**config.mk**
```make
export PLATFORM = sky130hd
export DESIGN_NAME = serial_adder
export DESIGN_NICKNAME = d
export VERILOG_FILES = /design/src/rtl/arith_pkg.sv /design/src/rtl/fulladder1.sv /design/src/rtl/serial_adder.sv
export SDC_FILE = /design/constraint.sdc
export NUM_CORES = 1
export LEC_CHECK = 0
export CORE_ASPECT_RATIO = 1.25
export CORE_UTILIZATION = 46
export CTS_CLUSTER_SIZE = 16
export DETAILED_ROUTE_END_ITERATION = 6
export PLACE_DENSITY = 0.75
export SLEW_MARGIN = 15
export SYNTH_ARGS = -nofsm -noshare
export SYNTH_HDL_FRONTEND = slang
export SYNTH_HIERARCHICAL = 1
export SYNTH_SLANG_ARGS = --single-unit
```
**constraint.sdc**
```tcl
create_clock -name clk -period 1.2 [get_ports clk]
set_input_delay 0.18 -clock clk [delete_from_list [all_inputs] [get_ports clk]]
set_output_delay 0.18 -clock clk [all_outputs]
set_load 0.005 [all_outputs]
```
**src/rtl/arith_pkg.sv**
```systemverilog
// ---------------------------------------------------------------------------
// arith_pkg
// Purpose : Shared definitions for the sequential arithmetic blocks. It holds
//           the FSM state type and a helper that sizes bit counters.
// Contents:
//   state_t        - IDLE / RUN / DONE sequencing states
//   cnt_width(w)   - counter width able to index w bit positions (min 1)
// ---------------------------------------------------------------------------
package arith_pkg;

   typedef enum logic [1:0] {
      IDLE = 2'd0,
      RUN  = 2'd1,
      DONE = 2'd2
   } state_t;

   // A 1-bit operand still needs a 1-bit counter, so clamp at 1.
   function automatic int cnt_width(input int w);
      return (w <= 1) ? 1 : $clog2(w);
   endfunction

endpackage

```
**src/rtl/fulladder1.sv**
```systemverilog
// ---------------------------------------------------------------------------
// fulladder1
// Purpose : Single-bit full adder cell, the bit-slice used by serial_adder.
// Ports   :
//   a, b  - operand bits
//   cin   - carry in
//   s     - sum bit
//   cout  - carry out
// ---------------------------------------------------------------------------
module fulladder1 (
   input  logic a,
   input  logic b,
   input  logic cin,
   output logic s,
   output logic cout
);

   assign s    = a ^ b ^ cin;
   assign cout = (a & b) | (cin & (a ^ b));

endmodule

```
**src/rtl/serial_adder.sv**
```systemverilog
// ---------------------------------------------------------------------------
// serial_adder
// Purpose : Bit-serial unsigned adder. Operands are taken over a valid/ready
//           handshake, added LSB-first one bit per clock through a single
//           fulladder1 cell with a registered carry, and the WIDTH-bit sum and
//           carry-out are returned over a valid/ready handshake.
// Parameters:
//   WIDTH      - operand/sum width in bits (>= 1)
// Ports   :
//   clk        - system clock, rising edge
//   rst        - asynchronous active-low reset
//   in_valid   - a/b/cin valid
//   in_ready   - block can accept operands (IDLE)
//   a, b       - operands
//   cin        - carry into bit 0
//   out_valid  - sum/cout valid (DONE)
//   out_ready  - consumer accepts result
//   sum        - low WIDTH bits of a+b+cin
//   cout       - carry out of bit WIDTH-1
//   busy       - high while adding (RUN)
//   ovf        - two's-complement overflow, only when SERIAL_ADDER_OVF_EN
//                is defined
// Build option:
//   SERIAL_ADDER_OVF_EN - adds the ovf output and its capture register
// ---------------------------------------------------------------------------
module serial_adder
   import arith_pkg::*;
#(
   parameter int WIDTH = 16
) (
   input  logic             clk,
   input  logic             rst,
   input  logic             in_valid,
   output logic             in_ready,
   input  logic [WIDTH-1:0] a,
   input  logic [WIDTH-1:0] b,
   input  logic             cin,
   output logic             out_valid,
   input  logic             out_ready,
   output logic [WIDTH-1:0] sum,
   output logic             cout,
   output logic             busy
`ifdef SERIAL_ADDER_OVF_EN
   ,
   output logic             ovf
`endif
);

   localparam int            CW   = cnt_width(WIDTH);
   localparam logic [CW-1:0] LAST = CW'(WIDTH - 1);

   state_t           state;
   logic [WIDTH-1:0] a_sh;
   logic [WIDTH-1:0] b_sh;
   logic [WIDTH-1:0] sum_sh;
   logic             carry;
   logic [CW-1:0]    cnt;

   logic             fa_s;
   logic             fa_cout;
   logic [WIDTH-1:0] s_msb;

`ifdef SERIAL_ADDER_OVF_EN
   logic             ovf_r;
`endif

   // The one datapath slice: it always looks at the current LSBs and the
   // registered carry, so its outputs are only meaningful while in RUN.
   fulladder1 u_fa (
      .a    (a_sh[0]),
      .b    (b_sh[0]),
      .cin  (carry),
      .s    (fa_s),
      .cout (fa_cout)
   );

   // New sum bit positioned at the MSB. Building it this way keeps the
   // right-shift insert legal even when WIDTH is 1.
   always_comb begin
      s_msb            = '0;
      s_msb[WIDTH-1]   = fa_s;
   end

   // Sequencer and datapath registers. Handshake outputs are registered and
   // updated together with the state so they always agree with it.
   always_ff @(posedge clk or negedge rst) begin
      if (!rst) begin
         state     <= IDLE;
         in_ready  <= 1'b1;
         out_valid <= 1'b0;
         busy      <= 1'b0;
         a_sh      <= '0;
         b_sh      <= '0;
         sum_sh    <= '0;
         carry     <= 1'b0;
         cnt       <= '0;
`ifdef SERIAL_ADDER_OVF_EN
         ovf_r     <= 1'b0;
`endif
      end else begin
         case (state)
            IDLE: begin
               if (in_valid) begin
                  a_sh     <= a;
                  b_sh     <= b;
                  carry    <= cin;
                  cnt      <= '0;
                  state    <= RUN;
                  in_ready <= 1'b0;
                  busy     <= 1'b1;
               end
            end

            RUN: begin
               sum_sh <= (sum_sh >> 1) | s_msb;
               carry  <= fa_cout;
               a_sh   <= a_sh >> 1;
               b_sh   <= b_sh >> 1;
               cnt    <= cnt + CW'(1);
               if (cnt == LAST) begin
`ifdef SERIAL_ADDER_OVF_EN
                  // On the last bit the registered carry is the carry into
                  // the MSB, and fa_cout is the final carry-out.
                  ovf_r     <= carry ^ fa_cout;
`endif
                  state     <= DONE;
                  busy      <= 1'b0;
                  out_valid <= 1'b1;
               end
            end

            DONE: begin
               if (out_ready) begin
                  state     <= IDLE;
                  out_valid <= 1'b0;
                  in_ready  <= 1'b1;
               end
            end

            default: begin
               state     <= IDLE;
               in_ready  <= 1'b1;
               out_valid <= 1'b0;
               busy      <= 1'b0;
            end
         endcase
      end
   end

   // Results come straight from registers. The carry register already holds
   // the final carry-out once RUN has finished.
   assign sum  = sum_sh;
   assign cout = carry;

`ifdef SERIAL_ADDER_OVF_EN
   assign ovf = ovf_r;
`endif

endmodule
```
Word-level counts from Yosys, hierarchy flattened --
Cells that the tools add are included.
Word-level totals: register bits 58, bits of input ports 37, output and inout bits 20
Operators by class: add/subtract/negate cells 1, eq/ne operators 6, muxes and demuxes 21, bitwise logic cells 9, reduce and logical (&&, ||, !) cells 7
Operator list (count):
- case mux 16 bit (2 select lines) | 2
- 2-to-1 mux 16 bit | 2
- OR 15 x 16 -> 16 bit | 1
- AND reduction 3 bit | 4
- case mux 1 bit (3 select lines) | 3
- case mux 4 bit (2 select lines) | 1
- 2-to-1 mux 1 bit | 7
- 2-to-1 mux 2 bit | 3
- != test 2 bit, second input constant | 3
- case mux 2 bit (3 select lines) | 1
- adder 4 x 1 -> 4 bit, second input constant | 1
- == test 4 bit, second input constant | 1
- 2-to-1 mux 4 bit | 1
- NOT 1 bit | 3
- bitwise AND 1 bit | 2
- == test 2 x 1 -> 1 bit, second input constant | 1
- == test 2 bit, second input constant | 1
- zero test 2 bit | 1
- case mux 1 bit (2 select lines) | 1
- AND reduction 2 bit | 1
- nonzero test 2 bit | 1
- XOR 1 bit | 2
- OR 1 bit | 1

Logic depth before layout (Yosys ltp) --
Gate-level depths: netlist of run 1.
depth after elaboration 4, gate-level depth with buffers 5, depth with buffers taken out 4

By module --
The synthesis of run 1 kept the hierarchy.
Modules (own cells, without submodules):
- serial_adder | times used 1, cells an instance 254, area an instance 2762.6 um2
- fulladder1 | times used 1, cells an instance 1, area an instance 20.0 um2

Worst setup path after synthesis of run 1 --
Ideal clock, no wire load.
path type register -> register, start point register cnt[0], end point register cnt[2], setup time 0.121 ns, arrival time 1.105 ns, required time 1.079 ns, path slack -0.027 ns, stages on the path, launching flop included 4, clock period less this slack 1.227 ns, cells stage by stage dfrtp_1 ha_1 mux2_2 a22o_2
Between the ends: longest elaborated chain between the ends 2
RTL lines:
- start: declaration | RTL line serial_adder.sv:57 | logic [CW-1:0] cnt;
- start signal: assignment | RTL line serial_adder.sv:119 | cnt <= cnt + CW'(1);
- adder 4 x 1 -> 4 bit | RTL line serial_adder.sv:119
- case mux 4 bit (2 select lines) | RTL line serial_adder.sv:101 | case (state)
Every way passes these cells. A chain may end at the register's enable or synchronous reset.

Worst setup path after layout of run 1 --
start point register carry (netlist: cout), end point register sum_sh[15] (netlist: sum[15])
Between the ends: longest elaborated chain between the ends 2
RTL lines:
- start: declaration | RTL line serial_adder.sv:56 | logic carry;
- start signal: assignment | RTL line serial_adder.sv:106 | carry <= cin;
- start signal: assignment | RTL line serial_adder.sv:116 | carry <= fa_cout;
- XOR 1 bit | RTL line fulladder1.sv:18 | assign s = a ^ b ^ cin;
- net fa_s | RTL line serial_adder.sv:59 | logic fa_s;
- OR 15 x 16 -> 16 bit | RTL line serial_adder.sv:115 | sum_sh <= (sum_sh >> 1) | s_msb;
- end signal: assignment | RTL line serial_adder.sv:115
- end: declaration | RTL line serial_adder.sv:55 | logic [WIDTH-1:0] sum_sh;
The timed path passes the listed nets, and every way through them passes these cells.

==> results_dict.tcl, run 1 <==
set metrics [dict create \
    outcome "finished with violations" \
    violations "setup timing" \
    fin_ws_ns -0.1104 \
    drt.antenna.violating_nets 0 \
    die_area_sq_mm 0.006366 \
    drtIter0Drc 242 \
    grt_overflow 0 \
    endpoint_kind "register" \
    crit_slowest_cell "fa_2" \
    synth_fa_ha_area_share_pct 1.169 \
    crit_required_ns 1.43 \
    rows 31 \
    drc 0 \
    synth_area_per_cell_sq_um 10.91 \
    h-tree-depth 3 \
    hold_viol 0 \
    clock_latency_ns 0.35 \
    coreArea_sq_mm 0.005818 \
    synthCells 255 \
    start_util_pct 47.83 \
    yosys.area_share.simple_pct 12.05 \
    worstPathArrival_ns 1.54 \
    numCtsBuffers 9 \
    hp-class "primary input to asynchronous set/reset pin" \
    finalCritPeriodShare_pct 109.2 \
    viasPerCell 5.831 \
    netlist-cell-type-count 32 \
    cts.sinks 58 \
    synth.ff_latch_count 58 \
    diodes 0 \
    synth_compound_area_share_pct 22.17 \
    crit_family "adder cells" \
    cts_tree "built" \
    syn-cell-area_sq_mm 0.002783 \
    layout.nets 396 \
    grt_max_degree 59 \
    synth_top_family_by_area "compound AO/OA/AOI/OAI gates" \
    die_w_um 71.57 \
    crit_type "register to register" \
    synthXorXnorAreaFrac_pct 0 \
    numPlacedInstances 380 \
    critPathLaunchType "register" \
    grt_pass1_wl_um 12250 \
    period_needed_ns 1.310 \
    final_cell_area_sq_mm 0.004284 \
    pwr_density_cell_mw_per_mm2 2281 \
    io_pins 57 \
    synthMuxAreaShare_pct 7.284 \
    p_leak_nw 1.936 \
    vdd_drop_max_uv 1253 \
    clk_pin_slew_ns 0.07 \
    grt_pass1_vias 2541 \
    dieHeight_um 88.96 \
    fin_tns_setup_ns -2.363 \
    areaGrowthSynthToFinish_pct 53.96 \
    setup-violations-final 34 \
    finClkSkew_ns 0.01061 \
    worst-path-buf-inv 1 \
    cp_max_fo 2 \
    worst_slew_pin_slew_ns 0.3038 \
    yosysWarnings 6 \
    cap_violations 0 \
    drive_above_1_share_pct 39.06 \
    ctsRootBufferMaster "clkbuf_8" \
    drt_wl_total_um 8087 \
    clockBufferDepth 2 \
    dr_total_vias 2490 \
    slew_viol_final 0 \
    placedInstanceArea_sq_mm 0.003515 \
    max_clock_freq_ghz 0.7631 \
    crit_path_max_incr_delay_ns 0.41 \
    dr.pass1.iters 4 \
    antenna_found_initial 0 \
    wire_per_inst_um 18.94 \
    synth_nets 294 \
    slew_headroom_pct 79.75 \
    synth_seq_area_share_pct 52.20 \
    hpwl_um 4197 \
    rsz0062_at_grt "true" \
    io_buffers 56 \
    grt_usage_pct 25.49 \
    gp_congestion 0.7634 \
    final_cells 427 \
    path_cells "buf_6, fa_2, mux2_4" \
]
-- final cells by class --
class	instances	area, sq um
sequential	58	1454
tap	66	82.58
multi-input combinational	175	1455
timing repair buffer	111	1114
fill	388	1534
clock buffer	13	158.9
clock inverter	2	12.51
inverter	2	7.507
-- path summary, 6_finish.rpt --
path | depth (start not counted) | endpoint | from | slack, ns
max in group asynchronous | 3 | in_ready$_DFFE_PN1P_ | rst | 0.54
setup / recovery | 3 | sum[15]$_DFFE_PN0P_ | cout$_DFFE_PN0P_ | -0.11
min in group clk | 3 | a_sh[5]$_DFFE_PN0P_ | a[5] | 0.45
hold reg to reg | 1 | cnt[3]$_DFFE_PN0P_ | cnt[3]$_DFFE_PN0P_ | 0.50
setup reg to reg | 3 | sum[15]$_DFFE_PN0P_ | cout$_DFFE_PN0P_ | -0.11
hold / removal | 3 | a_sh[11]$_DFFE_PN0P_ | rst | 0.36
-- registers in the layout (all words and copies together) (netlist names) --
signal and count:
cout 1, a_sh 16, sum 16, state 2
busy 1, out_valid 1, b_sh 16, in_ready 1
cnt 4
-- power by group --
group / internal (mW) / switching [mW]
sequential: 2.74 / 0.620
clock: 0.849 / 0.796
combinational: 2.84 / 1.93
total: 6.43 / 3.34
-- placed cells by master (no fill, tap or decap), types with 3 or more instances in the layout --
master	count
a21oi_2	11
buf_4	35
a21oi_4	6
dlygate4sd2_1	10
a22oi_2	6
clkbuf_8	11
buf_2	3
clkdlybuf4s50_1	35
buf_12	7
nor2b_1	16
a22oi_1	23
nand2_1	5
buf_6	10
and2b_2	11
clkdlybuf4s15_1	8
mux2_2	3
nor2_1	6
and2b_1	4
mux2_4	15
o21ai_1	29
dfrtp_1	56
o21ai_2	3
a21oi_1	17
-- kinds of logic (layout without fill, tap and decap cells) --
group           after synthesis  in the layout
compound gates              104            104
flops                        58             58
simple gates                 51             51
buf+inv                      22            128
mux                          18             18
fa+ha+maj                     2              2
-- worst min-delay path, cell delays in order --
cell,delay [ns]
dlygate4sd3_1,0.52
buf_2,0.12
buf_12,0.28
-- cells in the mapped netlist --
master     n  area [sq um]
nor2_1     8         30.03
a31oi_1    1         6.260
and2b_1    4         30.03
dfrtp_1   57          1426
and3b_2    2         20.02
a21oi_1   34         170.2
nand2_1    6         22.52
o21ai_1   11         55.05
mux2_2    18         202.7
a22oi_1   29         217.7
buf_2      5         25.02
o21bai_1   1         7.510
and2b_2   11         96.34
a22o_2     1         10.01
o21ai_0   23         115.1
nor2b_4    1         13.76
and4_1     1         8.760
clkbuf_1   5         18.77
fa_1       1         20.02
o22a_1     1         8.760
nand3_1    1         5.000
inv_1      2         7.510
dfstp_2    1         26.28
a22o_1     1         8.760
ha_1       1         12.51
a41oi_1    1         8.760
clkbuf_2   1         5.000
nor2b_2    1         8.760
buf_6      5         56.30
nor2b_1   16         100.1
buf_4      4         30.03
o32ai_1    1         8.760
-- per-stage QoR --
stage | utilization (%) | hold slack, ns | total power [mW] | setup slack, ns
after floorplan | - | -0.1156 | 5.117 | -0.01909
after global placement | 60.41 | 0.2046 | 6.458 | -0.2281
after detailed placement | 60.41 | 0.2100 | 6.636 | -0.2680
after CTS | 69.18 | 0.3857 | 9.011 | -0.1040
after global routing | 73.63 | 0.3967 | 10.26 | -0.1549
final | 73.63 | 0.3633 | 9.773 | -0.1104
-- timing repair --
action,CTS,global route
setup buffers,18,12
endpoints found under the hold margin,57,0
gates cloned,3,0
setup endpoints to repair,53,69
pin swaps,9,28
hold buffers,1,0
resized for setup,79,53
-- metal layers --
metal	vias up	GRT usage, %	part of all wire (%)
li1	1130	-	-
met1	1254	30.85	41
met2	89	44.24	52
met3	17	4.510	4.6
met4	0	12.83	2.3
met5	-	0	0
(Power assumes the default switching activity.)
==> run 2: changes to the inputs <==
--- a/config.mk
+++ b/config.mk
@@ -9,6 +9,7 @@
 export CORE_UTILIZATION = 46
 export CTS_CLUSTER_SIZE = 16
 export DETAILED_ROUTE_END_ITERATION = 6
+export GPL_ROUTABILITY_DRIVEN = 0
 export PLACE_DENSITY = 0.75
 export SLEW_MARGIN = 15
 export SYNTH_ARGS = -nofsm -noshare
==> results of run 2 <==
Final layout, timing and power as in run 1 (identical DEF).
